<file path="config.mk">
export PLATFORM = sky130hd
export DESIGN_NAME = fsic_io_serdes_tx
export DESIGN_NICKNAME = d
export VERILOG_FILES = /design/src/rtl/fsic_io_serdes_pkg.sv /design/src/rtl/fsic_io_serdes_tx_fifo.sv /design/src/rtl/fsic_io_serdes_tx.sv
export SDC_FILE = /design/constraint.sdc
export NUM_CORES = 1
export LEC_CHECK = 0
export ABC_AREA = 1
export BUFFER_PORTS_ARGS = -buffer_cell sky130_fd_sc_hd__buf_4
export CORE_MARGIN = 4
export CORE_UTILIZATION = 40
export CTS_CLUSTER_DIAMETER = 30
export DETAILED_ROUTE_END_ITERATION = 8
export PLACE_DENSITY_LB_ADDON = 0.1
export RECOVER_POWER = 25
export SLEW_MARGIN = 20
export SYNTH_ARGS = -nofsm -noshare
export SYNTH_HDL_FRONTEND = slang
export SYNTH_SLANG_ARGS = --single-unit
</file>
<file path="constraint.sdc">
create_clock -name ioclk -period 2.2 [get_ports ioclk]
set_input_delay 0.44 -clock ioclk [delete_from_list [all_inputs] [get_ports ioclk]]
set_output_delay 0.44 -clock ioclk [all_outputs]
set_load 0.01 [all_outputs]
</file>
<file path="src/rtl/fsic_io_serdes_pkg.sv">
// Shared definitions for the FSIC IO SerDes transmitter and its receiver peer.
package fsic_io_serdes_pkg;

   typedef enum logic [1:0] {
      ST_IDLE  = 2'd0,
      ST_LEAD  = 2'd1,
      ST_SHIFT = 2'd2
   } serdes_state_e;

   localparam int FSIC_CLK_RATIO   = 4;
   localparam int FSIC_LEAD_CYCLES = 2;

   // Counter width that stays at least one bit for degenerate sizes.
   function automatic int cnt_width(input int n);
      return (n > 1) ? $clog2(n) : 1;
   endfunction

endpackage

</file>
<file path="src/rtl/fsic_io_serdes_tx_fifo.sv">
// Small synchronous word FIFO with flush; depth must be a power of two.
module fsic_io_serdes_tx_fifo
   import fsic_io_serdes_pkg::*;
#(
   parameter int WIDTH = 4,
   parameter int DEPTH = 2
) (
   input  logic             clk_i,
   input  logic             rst_i,
   input  logic             flush_i,
   input  logic             push_i,
   input  logic [WIDTH-1:0] wdata_i,
   input  logic             pop_i,
   output logic [WIDTH-1:0] rdata_o,
   output logic             full_o,
   output logic             empty_o
);

   localparam int AW = cnt_width(DEPTH);

   logic [WIDTH-1:0] mem_q [DEPTH];
   logic [AW-1:0]    wr_ptr_q, wr_ptr_d;
   logic [AW-1:0]    rd_ptr_q, rd_ptr_d;
   logic [AW:0]      count_q, count_d;
   logic             push_ok;
   logic             pop_ok;

   assign full_o  = (count_q == (AW+1)'(DEPTH));
   assign empty_o = (count_q == '0);
   assign push_ok = push_i && !full_o;
   assign pop_ok  = pop_i && !empty_o;
   assign rdata_o = mem_q[rd_ptr_q];

   always_comb begin
      wr_ptr_d = wr_ptr_q;
      rd_ptr_d = rd_ptr_q;
      count_d  = count_q;
      if (flush_i) begin
         wr_ptr_d = '0;
         rd_ptr_d = '0;
         count_d  = '0;
      end else begin
         if (push_ok) wr_ptr_d = wr_ptr_q + 1'b1;
         if (pop_ok)  rd_ptr_d = rd_ptr_q + 1'b1;
         case ({push_ok, pop_ok})
            2'b10:   count_d = count_q + 1'b1;
            2'b01:   count_d = count_q - 1'b1;
            default: count_d = count_q;
         endcase
      end
   end

   always_ff @(posedge clk_i) begin
      if (rst_i) begin
         wr_ptr_q <= '0;
         rd_ptr_q <= '0;
         count_q  <= '0;
      end else begin
         wr_ptr_q <= wr_ptr_d;
         rd_ptr_q <= rd_ptr_d;
         count_q  <= count_d;
      end
   end

   // Storage needs no reset; occupancy alone decides what is valid.
   always_ff @(posedge clk_i) begin
      if (push_ok && !rst_i && !flush_i) mem_q[wr_ptr_q] <= wdata_i;
   end

endmodule

</file>
<file path="src/rtl/fsic_io_serdes_tx.sv">
// Transmit serializer: buffers parallel words and emits them LSB-first as an
// unframed, gap-free bit stream preceded by a short run of lead-in zeros.
//
// state    | meaning
// ST_IDLE  | pin low, waiting for txen with a buffered word
// ST_LEAD  | lead-in zeros, lead counter 0..pLEAD_CYCLES-1
// ST_SHIFT | shifting words (or zero fillers on underrun), one bit per clock
module fsic_io_serdes_tx
   import fsic_io_serdes_pkg::*;
#(
   parameter int pCLK_RATIO    = FSIC_CLK_RATIO,
   parameter int pTxFIFO_DEPTH = 2,
   parameter int pLEAD_CYCLES  = FSIC_LEAD_CYCLES
) (
   input  logic                  ioclk,
   input  logic                  axis_rst,
   input  logic                  txen,
   input  logic [pCLK_RATIO-1:0] txdata_in,
   input  logic                  txdata_in_valid,
   output logic                  txdata_in_ready,
   output logic                  Serial_Data_out,
   output logic                  tx_active,
   output logic                  tx_word_start,
   output logic                  tx_underrun
);

   localparam int PW = cnt_width(pCLK_RATIO);
   localparam int LW = cnt_width(pLEAD_CYCLES);
   localparam logic [PW-1:0] PHASE_LAST = PW'(pCLK_RATIO - 1);
   localparam logic [LW-1:0] LEAD_LAST  = LW'(pLEAD_CYCLES - 1);

   serdes_state_e         state_q, state_d;
   logic [LW-1:0]         lead_q, lead_d;
   logic [PW-1:0]         phase_q, phase_d;
   logic [pCLK_RATIO-1:0] shreg_q, shreg_d;
   logic                  sdo_q, sdo_d;
   logic                  wstart_q, wstart_d;
   logic                  undr_q, undr_d;
   logic                  load_word;

   logic                  fifo_push;
   logic                  fifo_pop;
   logic                  fifo_full;
   logic                  fifo_empty;
   logic [pCLK_RATIO-1:0] fifo_rdata;

   assign txdata_in_ready = txen && !fifo_full && !axis_rst;
   assign fifo_push       = txdata_in_valid && txdata_in_ready;

   fsic_io_serdes_tx_fifo #(
      .WIDTH (pCLK_RATIO),
      .DEPTH (pTxFIFO_DEPTH)
   ) u_fifo (
      .clk_i   (ioclk),
      .rst_i   (axis_rst),
      .flush_i (!txen),
      .push_i  (fifo_push),
      .wdata_i (txdata_in),
      .pop_i   (fifo_pop),
      .rdata_o (fifo_rdata),
      .full_o  (fifo_full),
      .empty_o (fifo_empty)
   );

   always_comb begin
      state_d   = state_q;
      lead_d    = lead_q;
      phase_d   = phase_q;
      shreg_d   = shreg_q;
      sdo_d     = 1'b0;
      wstart_d  = 1'b0;
      undr_d    = undr_q;
      load_word = 1'b0;
      fifo_pop  = 1'b0;

      if (!txen) begin
         state_d = ST_IDLE;
         lead_d  = '0;
         phase_d = '0;
         shreg_d = '0;
      end else begin
         unique case (state_q)
            ST_IDLE: begin
               lead_d  = '0;
               phase_d = '0;
               if (!fifo_empty) state_d = ST_LEAD;
            end
            ST_LEAD: begin
               if (lead_q == LEAD_LAST) begin
                  state_d   = ST_SHIFT;
                  lead_d    = '0;
                  load_word = 1'b1;
               end else begin
                  lead_d = lead_q + 1'b1;
               end
            end
            ST_SHIFT: begin
               if (phase_q == PHASE_LAST) begin
                  load_word = 1'b1;
               end else begin
                  phase_d = phase_q + 1'b1;
                  sdo_d   = shreg_q[0];
                  shreg_d = shreg_q >> 1;
               end
            end
            default: state_d = ST_IDLE;
         endcase

         // The receiver has no framing, so an empty FIFO gets a zero filler
         // word rather than a pause in the stream.
         if (load_word) begin
            phase_d = '0;
            if (!fifo_empty) begin
               fifo_pop = 1'b1;
               sdo_d    = fifo_rdata[0];
               shreg_d  = fifo_rdata >> 1;
               wstart_d = 1'b1;
            end else begin
               sdo_d   = 1'b0;
               shreg_d = '0;
               undr_d  = 1'b1;
            end
         end
      end
   end

   always_ff @(posedge ioclk) begin
      if (axis_rst) begin
         state_q  <= ST_IDLE;
         lead_q   <= '0;
         phase_q  <= '0;
         shreg_q  <= '0;
         sdo_q    <= 1'b0;
         wstart_q <= 1'b0;
         undr_q   <= 1'b0;
      end else begin
         state_q  <= state_d;
         lead_q   <= lead_d;
         phase_q  <= phase_d;
         shreg_q  <= shreg_d;
         sdo_q    <= sdo_d;
         wstart_q <= wstart_d;
         undr_q   <= undr_d;
      end
   end

   assign Serial_Data_out = sdo_q;
   assign tx_active       = (state_q == ST_LEAD) || (state_q == ST_SHIFT);
   assign tx_word_start   = wstart_q;
   assign tx_underrun     = undr_q;

endmodule
</file>
# [After elaboration in Yosys (flattened, before gate mapping)]
# Memories as Yosys holds them, arrays and structs flattened. A register that Yosys moved wholly into a read port is not among the register bits.
# Cells that the tools add are included.
[classes] bitwise_logic=2 reduce_logical=23 n_eq_ne=10 add_sub_neg=6 n_mux=27
[ops] operator="$mux W1" n=15
[ops] operator="$mux W4" n=3
[ops] operator="$eq A2 B2 Y1 const B" n=4
[ops] operator="$pmux W2 S2" n=2
[ops] operator="$reduce_bool A2 Y1" n=4
[ops] operator="$logic_and A1 B1 Y1" n=7
[ops] operator="$mux W2" n=3
[ops] operator="$ne A2 B2 Y1 const B" n=3
[ops] operator="$pmux W2 S3" n=1
[ops] operator="$reduce_and A3 Y1" n=2
[ops] operator="$add A2 B1 Y2 const B" n=2
[ops] operator="$eq A2 B1 Y1 const B" n=2
[ops] operator="$logic_not A2 Y1" n=2
[ops] operator="$pmux W1 S2" n=2
[ops] operator="$reduce_and A2 Y1" n=2
[ops] operator="$add A1 B1 Y1 const B" n=3
[ops] operator="$logic_not A1 Y1" n=3
[ops] operator="$mux W3" n=1
[ops] operator="$reduce_or A3 Y1" n=1
[ops] operator="$ne A2 B1 Y1 const B" n=1
[ops] operator="$not A1 Y1" n=2
[ops] operator="$reduce_or A2 Y1" n=1
[ops] operator="$sub A2 B1 Y2 const B" n=1
[ops] operator="$logic_or A1 B1 Y1" n=1
[word_totals] register_bits=16 out_inout_bits=5 wordCells=79 n_memories=1 ramBits=8
[memory_table] name="u_fifo.mem_q" words=2 word_bits=4 rd=1 rd_clocked_by_memory_dff=1 wr=1 line="fsic_io_serdes_tx_fifo.sv:21" source="logic [WIDTH-1:0] mem_q [DEPTH];"

# [Logic depth before layout (Yosys ltp)]
# Gate-level depths: netlist (run 1).
[depth] word_depth=10 mapped_depth=12 depth_no_buf=12

# [Modules after synthesis]
# Synthesis (run 1) repeated with hierarchy kept, for this count alone.
[hier_totals] cells_unflattened=129 hier_area_um2=1146.1
[by_module_without_submodules] module="fsic_io_serdes_tx" n_inst=1 seq_area_each_um2=220.2 cells_per_inst=78 area_each_um2=600.6
[by_module_without_submodules] module="fsic_io_serdes_tx_fifo" n_inst=1 seq_area_each_um2=340.3 cells_per_inst=51 area_each_um2=545.5

# [Least setup slack after synthesis (run 1)]
# OpenSTA, ideal clock, no wires.
[synth_timing] path_type="register -> register" from="register state_q[0]" to="register u_fifo.count_q[1]" setup_slack_ns=0.470 stages_incl_launch_ff=11 required_ns=2.130 path_buffers=0 arrival_time_ns=1.661 synth_period_minus_slack_ns=1.730 path_cell_list="dfxtp_1 > inv_1 > ha_1 > nand3_4 > nor2_1 > ha_1 > inv_1 > nand2_1 > nor2_1 > o21ai_0 > a21oi_1"
[synth_via] elab_chain_cells=8 elab_cells_between_ends=11 cone_classes="eq/ne: 4; mux: 5; reduce/logical: 2"
[synth_rtl] element="start, declared" line="fsic_io_serdes_tx.sv:32" source="serdes_state_e state_q, state_d;"
[synth_rtl] element="start signal, assigned" line="fsic_io_serdes_tx.sv:137" source="state_q <= state_d;"
[synth_rtl] element="$eq A2 B2 Y1 / $eq A2 B1 Y1 (equally long branches)" line="fsic_io_serdes_tx.sv:82" source="unique case (state_q)"
[synth_rtl] element="$pmux W1 S2 *" line="fsic_io_serdes_tx.sv:82"
[synth_rtl] element="$mux W1 *" line="fsic_io_serdes_tx.sv:76" source="if (!txen) begin"
[synth_rtl] element="$mux W1 *"
[synth_rtl] element="$mux W1 *" line="fsic_io_serdes_tx.sv:76"
[synth_rtl] element="$logic_and A1 B1 Y1 *" line="fsic_io_serdes_tx_fifo.sv:31" source="assign pop_ok = pop_i && !empty_o;"
[synth_rtl] element="via u_fifo.pop_ok" line="fsic_io_serdes_tx_fifo.sv:26" source="logic pop_ok;"
[synth_rtl] element="$eq A2 B1 Y1 / $eq A2 B2 Y1 (equally long branches)" line="fsic_io_serdes_tx_fifo.sv:45" source="case ({push_ok, pop_ok})"
[synth_rtl] element="$pmux W2 S2 / $reduce_bool A2 Y1 (equally long branches)"
[synth_rtl] element="end signal, assigned" line="fsic_io_serdes_tx_fifo.sv:61" source="count_q <= count_d;"
[synth_rtl] element="end, declared" line="fsic_io_serdes_tx_fifo.sv:24" source="logic [AW:0] count_q, count_d;"
# Mark *: on every way through the listed nets, which the timed path passes. The rest lies on a longest branch. The select of a mux whose other input is x is not followed.
# A chain may end at the register's enable or synchronous reset.

# [Worst setup path after layout (run 1)]
# Same ends and word-level chain as after synthesis.

==> flow_summary.ini, run 1 <==
[outcome]
status = finished clean

[power_and_ir_drop]
internal-power_uw = 673
power_frac_comb = 0.073
p_seq_frac = 0.551
leakagePower_nw = 0.620
netSwitchingFraction = 0.204
max-vdd-ir-drop_mv = 0.448
p_per_area_nw_per_um2 = 644
p_clk_frac = 0.375
p_sw_uw = 173

[cells_and_area]
diodes = 0
fin_nets = 170
drive_gt1_frac = 0.181
syn_to_final_growth_pct = 15.6

[sta]
fmax_ghz = 0.516
setup_slack_ns = 0.261
rsz0062_at_grt = no
period_share = 0.881
worst_pin_slew_ns = 0.409
hold_viol_final = 0
maxSlewViolCount = 0
slew_headroom = 0.727
tns_ns = 0
clock_skew_ns = 0.00742
holdWs_ns = 0.288
finalCriticalPeriod_ns = 1.94
setup-violations-final = 0

[logic_synthesis]
netlist_area_um2 = 1140
synth_edf_count = 8
yosysMostFrequentCell = nand2_1
synth_fa_ha_area_frac = 0.0661
ys_types = 22
synth.area.mux_share = 0.00881
synth_nets = 153
synth.ff_latch_count = 24
postSynth.asyncResetShare = 0
ys.warnings.count = 0
yosysSeqAreaShare = 0.493
synth-simple-area-share = 0.309
synth_top_area_share = 0.282
syn_inst = 139
yosys.area.top_type = dfxtp_1
synth-xor-area-share = 0
synth_top_family_by_area = simple AND/OR/NAND/NOR gates
synthTopCellsByArea = dfxtp_1 28%, edfxtp_1 21%, nand2_1 14%
netlist_top_cells_count = 43 x nand2_1, 20 x nor2_1, 16 x dfxtp_1, 16 x inv_1, 8 x edfxtp_1
synth_compound_area_frac = 0.0441
synth_area_per_cell_um2 = 8.17
synth_ff_type = dfxtp_1

[die]
design.core.area_um2 = 2730
die_height_um = 61.3
die_area_um2 = 3760
die_w_um = 61.3
io_pins = 13
start_util = 0.416
num_rows = 19

[cts]
postCtsSetupRepairBufs = 0
cts-root-buf = clkbuf_4
htreeDepth = 1
tritoncts.num_buffers = 3
clk_pin_slew_ns = 0.14
cts_tree = done
cts_resized = 0
cts_hold_buffers = 0
clk_latency_ns = 0.31
clk_path_buf_depth = 2
cts_sinks = 24

[placed_design]
dpl.hpwl_mm = 1.52
pre_cts_slack_ns = 0.321
globalplace.congestion = 0.704
portBuffers = 12

[setup_path]
critical_path_class = reg -> reg
cp_max_fo = 4
crit_slowest_cell = ha_1
crit_chain = inv_1 > ha_1 > nand3_4 > nor2_1 > ha_1 > inv_1 > nand2_1 > nor2_1 > o21ai_0 > a21oi_1
critPathArrivalTime_ns = 2.19
required_ns = 2.45
crit_path_max_incr_delay_ns = 0.40
crit_path_end_kind = flip-flop
setup.worst_path.start_class = flip-flop

[global_routing]
antenna_found_initial = 0
use_met2 = 0.186
grt.busiest_layer = met2
grt-ovfl-total = 0
grt_first_pass_wirelength_mm = 3.32
use_met1 = 0.162
use_met3 = 0.0252
grt_pass1_vias = 796
grt_max_degree = 15
grt_usage = 0.121

[hold_path]
hold_path_class = in -> reg

[run]
maxCapViolCount = 0

[drt]
post_drt_via_cell_ratio = 4.52
drtIter0Drc = 10
detail-route-antenna-nets = 0
drt_first_pass_iters = 4
post-route-drc-count = 0
wl_per_cell_um = 10.4
routed_wl_mm = 1.94
vias = 840
## power by group through the flow
| stage | combinational (mW) | sequential [mW] | clock (mW) |
|---|---|---|---|
| 6_report | 0.0619 | 0.466 | 0.317 |
| 5_1_grt | 0.0699 | 0.467 | 0.349 |
| 4_1_cts | 0.0632 | 0.466 | 0.328 |
| 3_5_place_dp | 0.0630 | 0.476 | 0 |
| 3_3_place_gp | 0.0619 | 0.476 | 0 |
| 2_1_floorplan | 0.0404 | 0.475 | 0 |
## critical path: cells and delay by family, from the launching register on
family          cells  cell delay (ns)
flops               1             0.39
compound gates      2             0.24
simple gates        4             0.43
fa+ha+maj           2             0.63
buf+inv             2             0.17
## registers in the layout, summed over array words and instances, names as in the netlist, named ones only
register and cells:
Serial_Data_out 1, u_fifo.mem_q 8, phase_q 2, u_fifo.rd_ptr_q 1, shreg_q 3, lead_q 1, tx_word_start 1, u_fifo.count_q 2
state_q 2, tx_underrun 1, u_fifo.wr_ptr_q 1
## per-layer routing
layer,part of all wire,vias up
li1,-,464
met1,0.51,366
met2,0.46,8
met3,0.027,2
met4,0.0093,0
met5,0,-
## cells by family (layout without fill, tap and decap cells)
| family | after synthesis | after routing |
|---|---|---|
| simple gates | 77 | 77 |
| flops | 24 | 24 |
| buf+inv | 21 | 37 |
| compound gates | 10 | 10 |
| fa+ha+maj | 6 | 6 |
| mux | 1 | 1 |
## layout make-up
class | instances | area [um^2]
fill | 270 | 1420
tap | 31 | 38.8
clock buffer | 3 | 22.5
clock inverter | 1 | 30.0
sequential | 24 | 561
inverter | 20 | 77.6
multi-input combinational | 94 | 487
timing repair buffer | 13 | 97.6
## stage by stage
step | utilization | total power [mW] | cells | area, um^2
global placement | 0.461 | 0.538 | 182 | 1260
global route | 0.481 | 0.886 | 186 | 1310
finish | 0.481 | 0.845 | 186 | 1310
floorplan | - | 0.516 | 139 | 1140
CTS | 0.481 | 0.857 | 186 | 1310
detailed placement | 0.461 | 0.539 | 182 | 1260
## placed cells by master, fill, tap and decap left out
| cell | instances |
|---|---|
| dfxtp_1 | 16 |
| bufinv_16 | 1 |
| inv_4 | 1 |
| edfxtp_1 | 8 |
| o21ai_0 | 4 |
| nor2_1 | 20 |
| nor2_4 | 2 |
| buf_4 | 9 |
| nand3_1 | 3 |
| nor3_1 | 1 |
| clkbuf_4 | 7 |
| nand3_4 | 1 |
| nand3b_1 | 2 |
| ha_1 | 6 |
| nand2_2 | 1 |
| inv_1 | 16 |
| nor2_2 | 1 |
| mux2i_1 | 1 |
| nand2_4 | 1 |
| nand3_2 | 1 |
| nand2_1 | 43 |
| inv_2 | 3 |
| nand4_1 | 1 |
| a21oi_1 | 6 |
## path summary, 6_finish.rpt
| check | start | slack, ns | cells after the start | to |
|---|---|---|---|---|
| hold / removal | axis_rst | 0.29 | 2 | tx_underrun |
| setup / recovery | state_q[0] | 0.26 | 10 | u_fifo.count_q[1] |
| hold reg to reg | shreg_q[2] | 0.49 | 2 | shreg_q[2] |
| setup reg to reg | state_q[0] | 0.26 | 10 | u_fifo.count_q[1] |
Power figures use the tool's default switching activity.
==> inputs of run 2 (changes only) <==
- RECOVER_POWER: 25 -> 50
- SYNTH_HIERARCHICAL: default -> 1
==> run 2 against run 1 <==
  * Clock skew fell by 0.0049 ns
  * Fmax barely moved
  * Critical path depth rose by 2
  * Register-to-register slack barely moved
  * First-iteration DRC count rose to 3.0 times the previous value
  * Critical endpoint is now u_fifo/count_q[1]
  * Largest cell class unchanged
==> flow_summary.ini, run 2 <==
[outcome]
status = finished clean

[cells_and_area]
nFillCells = 294
final_area_um2 = 1280
drive_gt1_frac = 0.190
post-route-util = 0.465
final_cell_mix = 30 x nand2_1, 18 x inv_1, 16 x dfxtp_1, 14 x nor2_1, 8 x edfxtp_1
diodes = 0
final_common_cell = nand2_1
largest_reg_flops = 8
multiInputGateArea_um2 = 478
register_area_um2 = 561
fin_nets = 162
top_register = u_fifo/mem_q
reg_top3 = u_fifo/mem_q: 8 flops, shreg_q: 3 flops
syn_to_final_growth_pct = 11.9

[hold_path]
whs_endpoint = tx_underrun
min_path_cells = 2
hold_start = axis_rst
hold_path_class = in -> reg

[drt]
routed_wl_mm = 1.85
detail-route-antenna-nets = 0
wl_per_cell_um = 10.4
vias = 840
post-route-drc-count = 0
post_drt_via_cell_ratio = 4.72
drtIter0Drc = 30
drt_first_pass_iters = 4

[sta]
period_share = 0.882
worst_pin_slew_ns = 0.552
tns_ns = 0
setup-violations-final = 0
finalCriticalPeriod_ns = 1.94
hold_viol_final = 0
rsz0062_at_grt = no
fmax_ghz = 0.516
clock_skew_ns = 0.00247
slew_headroom = 0.628
maxSlewViolCount = 0

[run]
maxCapViolCount = 0

[power_and_ir_drop]
p_per_area_nw_per_um2 = 540
max-vdd-ir-drop_mv = 0.402
leakagePower_nw = 0.534

[logic_synthesis]
yosys.area.top_type = dfxtp_1
synth_compound_area_frac = 0.0524
synth_top_family_by_area = simple AND/OR/NAND/NOR gates
postSynth.asyncResetShare = 0
synth.ff_latch_count = 24
synth_top_area_share = 0.279
syn_inst = 129
synth.area.mux_share = 0.0480
synth_area_per_cell_um2 = 8.88
synth_edf_count = 8
yosysSeqAreaShare = 0.489
synth_ff_type = dfxtp_1
yosysMostFrequentCell = nand2_1
ys.warnings.count = 6
synth-simple-area-share = 0.271
netlist_area_um2 = 1150
ys_types = 25
synth-xor-area-share = 0
synth_nets = 143
synth_fa_ha_area_frac = 0.0655
netlist_top_cells_count = 29 x nand2_1, 18 x inv_1, 16 x dfxtp_1
synthTopCellsByArea = dfxtp_1 28%, edfxtp_1 21%, nand2_1 9.5%

[global_routing]
grt_max_degree = 14
grt-ovfl-total = 0
antenna_found_initial = 0
grt_pass1_vias = 860
grt_usage = 0.122
grt_first_pass_wirelength_mm = 3.43

[setup_path]
crit_chain = inv_1 > ha_1 > nand3_4 > nor2_1 > inv_1 > nor2_4 > ha_1 > inv_1 > nand2_1 > nor2_1 > nor2_1 > nor2_1
critical_path_class = reg -> reg
required_ns = 2.46
critPathArrivalTime_ns = 2.20
cp_top_family = simple AND/OR/NAND/NOR gates
crit_path_max_incr_delay_ns = 0.40
reg2reg_slack_ns = 0.26
worst-path-buf-inv = 3
r2r-start = state_q[1]
cp_max_fo = 4
r2r_end = u_fifo/count_q[1]
crit_top_cell = nor2_1
r2r_cells = 12
crit_path_end_kind = flip-flop
crit_slowest_cell = dfxtp_1
setup.worst_path.start_class = flip-flop

[cts]
tritoncts.num_buffers = 3
cts_tree = done
clk_pin_slew_ns = 0.12
htreeDepth = 1
clk_path_buf_depth = 2
cts_hold_buffers = 0
cts-root-buf = clkbuf_4
cts_resized = 0
postCtsSetupRepairBufs = 0
clk_latency_ns = 0.31
cts_sinks = 24

[die]
die_area_um2 = 3790
die_height_um = 61.5
design.core.area_um2 = 2760
die_w_um = 61.5
num_rows = 19
io_pins = 13
start_util = 0.416

[placed_design]
portBuffers = 12
globalplace.congestion = 0.722
dpl.hpwl_mm = 1.45
placed_cell_area_um2 = 1290
[run 2: cell count changes in the layout (fill, tap and decap cells not counted), sizes merged, moves of 2 or more]
cell and delta:
nand4 +3, nor2 -6, nand2 -13, clkbuf +3, inv +2, buf -2, mux2 +4, nand3b -2
[run 2: through the flow]
stage / hold WS [ns] / std cells / total power, mW / setup slack [ns]
finish: 0.312 / 178 / 0.692 / 0.260
global route: 0.296 / 178 / 0.727 / 0.0649
CTS: 0.292 / 178 / 0.710 / 0.210
detailed placement: 0.441 / 174 / 0.515 / 0.244
global placement: 0.435 / 174 / 0.514 / 0.303
floorplan: 0.442 / 129 / 0.495 / 0.381
[run 2: per-layer routing]
layer,vias to the layer above,track usage,part of all wire,wire length (um)
met5,-,0,0,0
met4,0,0.0364,0.0097,18
met3,2,0.0377,0.031,57
met2,7,0.220,0.51,941
met1,379,0.136,0.45,833
li1,452,-,-,-
[run 2: how the worst max path moves through the flow]
stage	slack, ns	cells past startpoint	endpoint	startpoint
finish	0.26	12	u_fifo/count_q[1]	state_q[1]
global route	0.06	12	u_fifo/count_q[1]	state_q[1]
CTS	0.21	12	u_fifo/count_q[1]	state_q[1]
detailed placement	0.24	12	u_fifo/count_q[1]	state_q[1]
global placement	0.30	11	u_fifo/count_q[1]	axis_rst
floorplan	0.38	12	u_fifo/count_q[1]	state_q[1]
[run 2: kinds of logic after synthesis]
kind of cell / count (synthesis)
AND/OR/NAND/NOR: 61
adder cells (fa/ha/maj): 6
AO/OA/AOI/OAI: 11
multiplexers: 5
buffers and inverters: 22
flip-flops: 24
[run 2: cell type report]
| class | count | area share |
|---|---|---|
| clock buffer | 3 | 0.0176 |
| clock inverter | 1 | 0.00293 |
| inverter | 22 | 0.0663 |
| multi-input combinational | 83 | 0.373 |
| sequential | 24 | 0.437 |
| tap | 31 | 0.0302 |
| timing repair buffer | 14 | 0.0732 |
[run 2: worst register-to-register path, stage by stage (launching register included)]
cell	delay, ns
dfxtp_1	0.40
inv_1	0.08
ha_1	0.38
nand3_4	0.09
nor2_1	0.09
inv_1	0.07
nor2_4	0.13
ha_1	0.23
inv_1	0.09
nand2_1	0.07
nor2_1	0.11
nor2_1	0.06
nor2_1	0.09
[run 2: report_power, final]
| part | leakage, nW | internal (mW) | total (mW) | switching (mW) |
|---|---|---|---|---|
| sequential | 0.201 | 0.460 | 0.461 | 0.00153 |
| clock | 0.0154 | 0.0662 | 0.190 | 0.124 |
| combinational | 0.318 | 0.0180 | 0.0409 | 0.0228 |
| total | 0.534 | 0.544 | 0.692 | 0.148 |
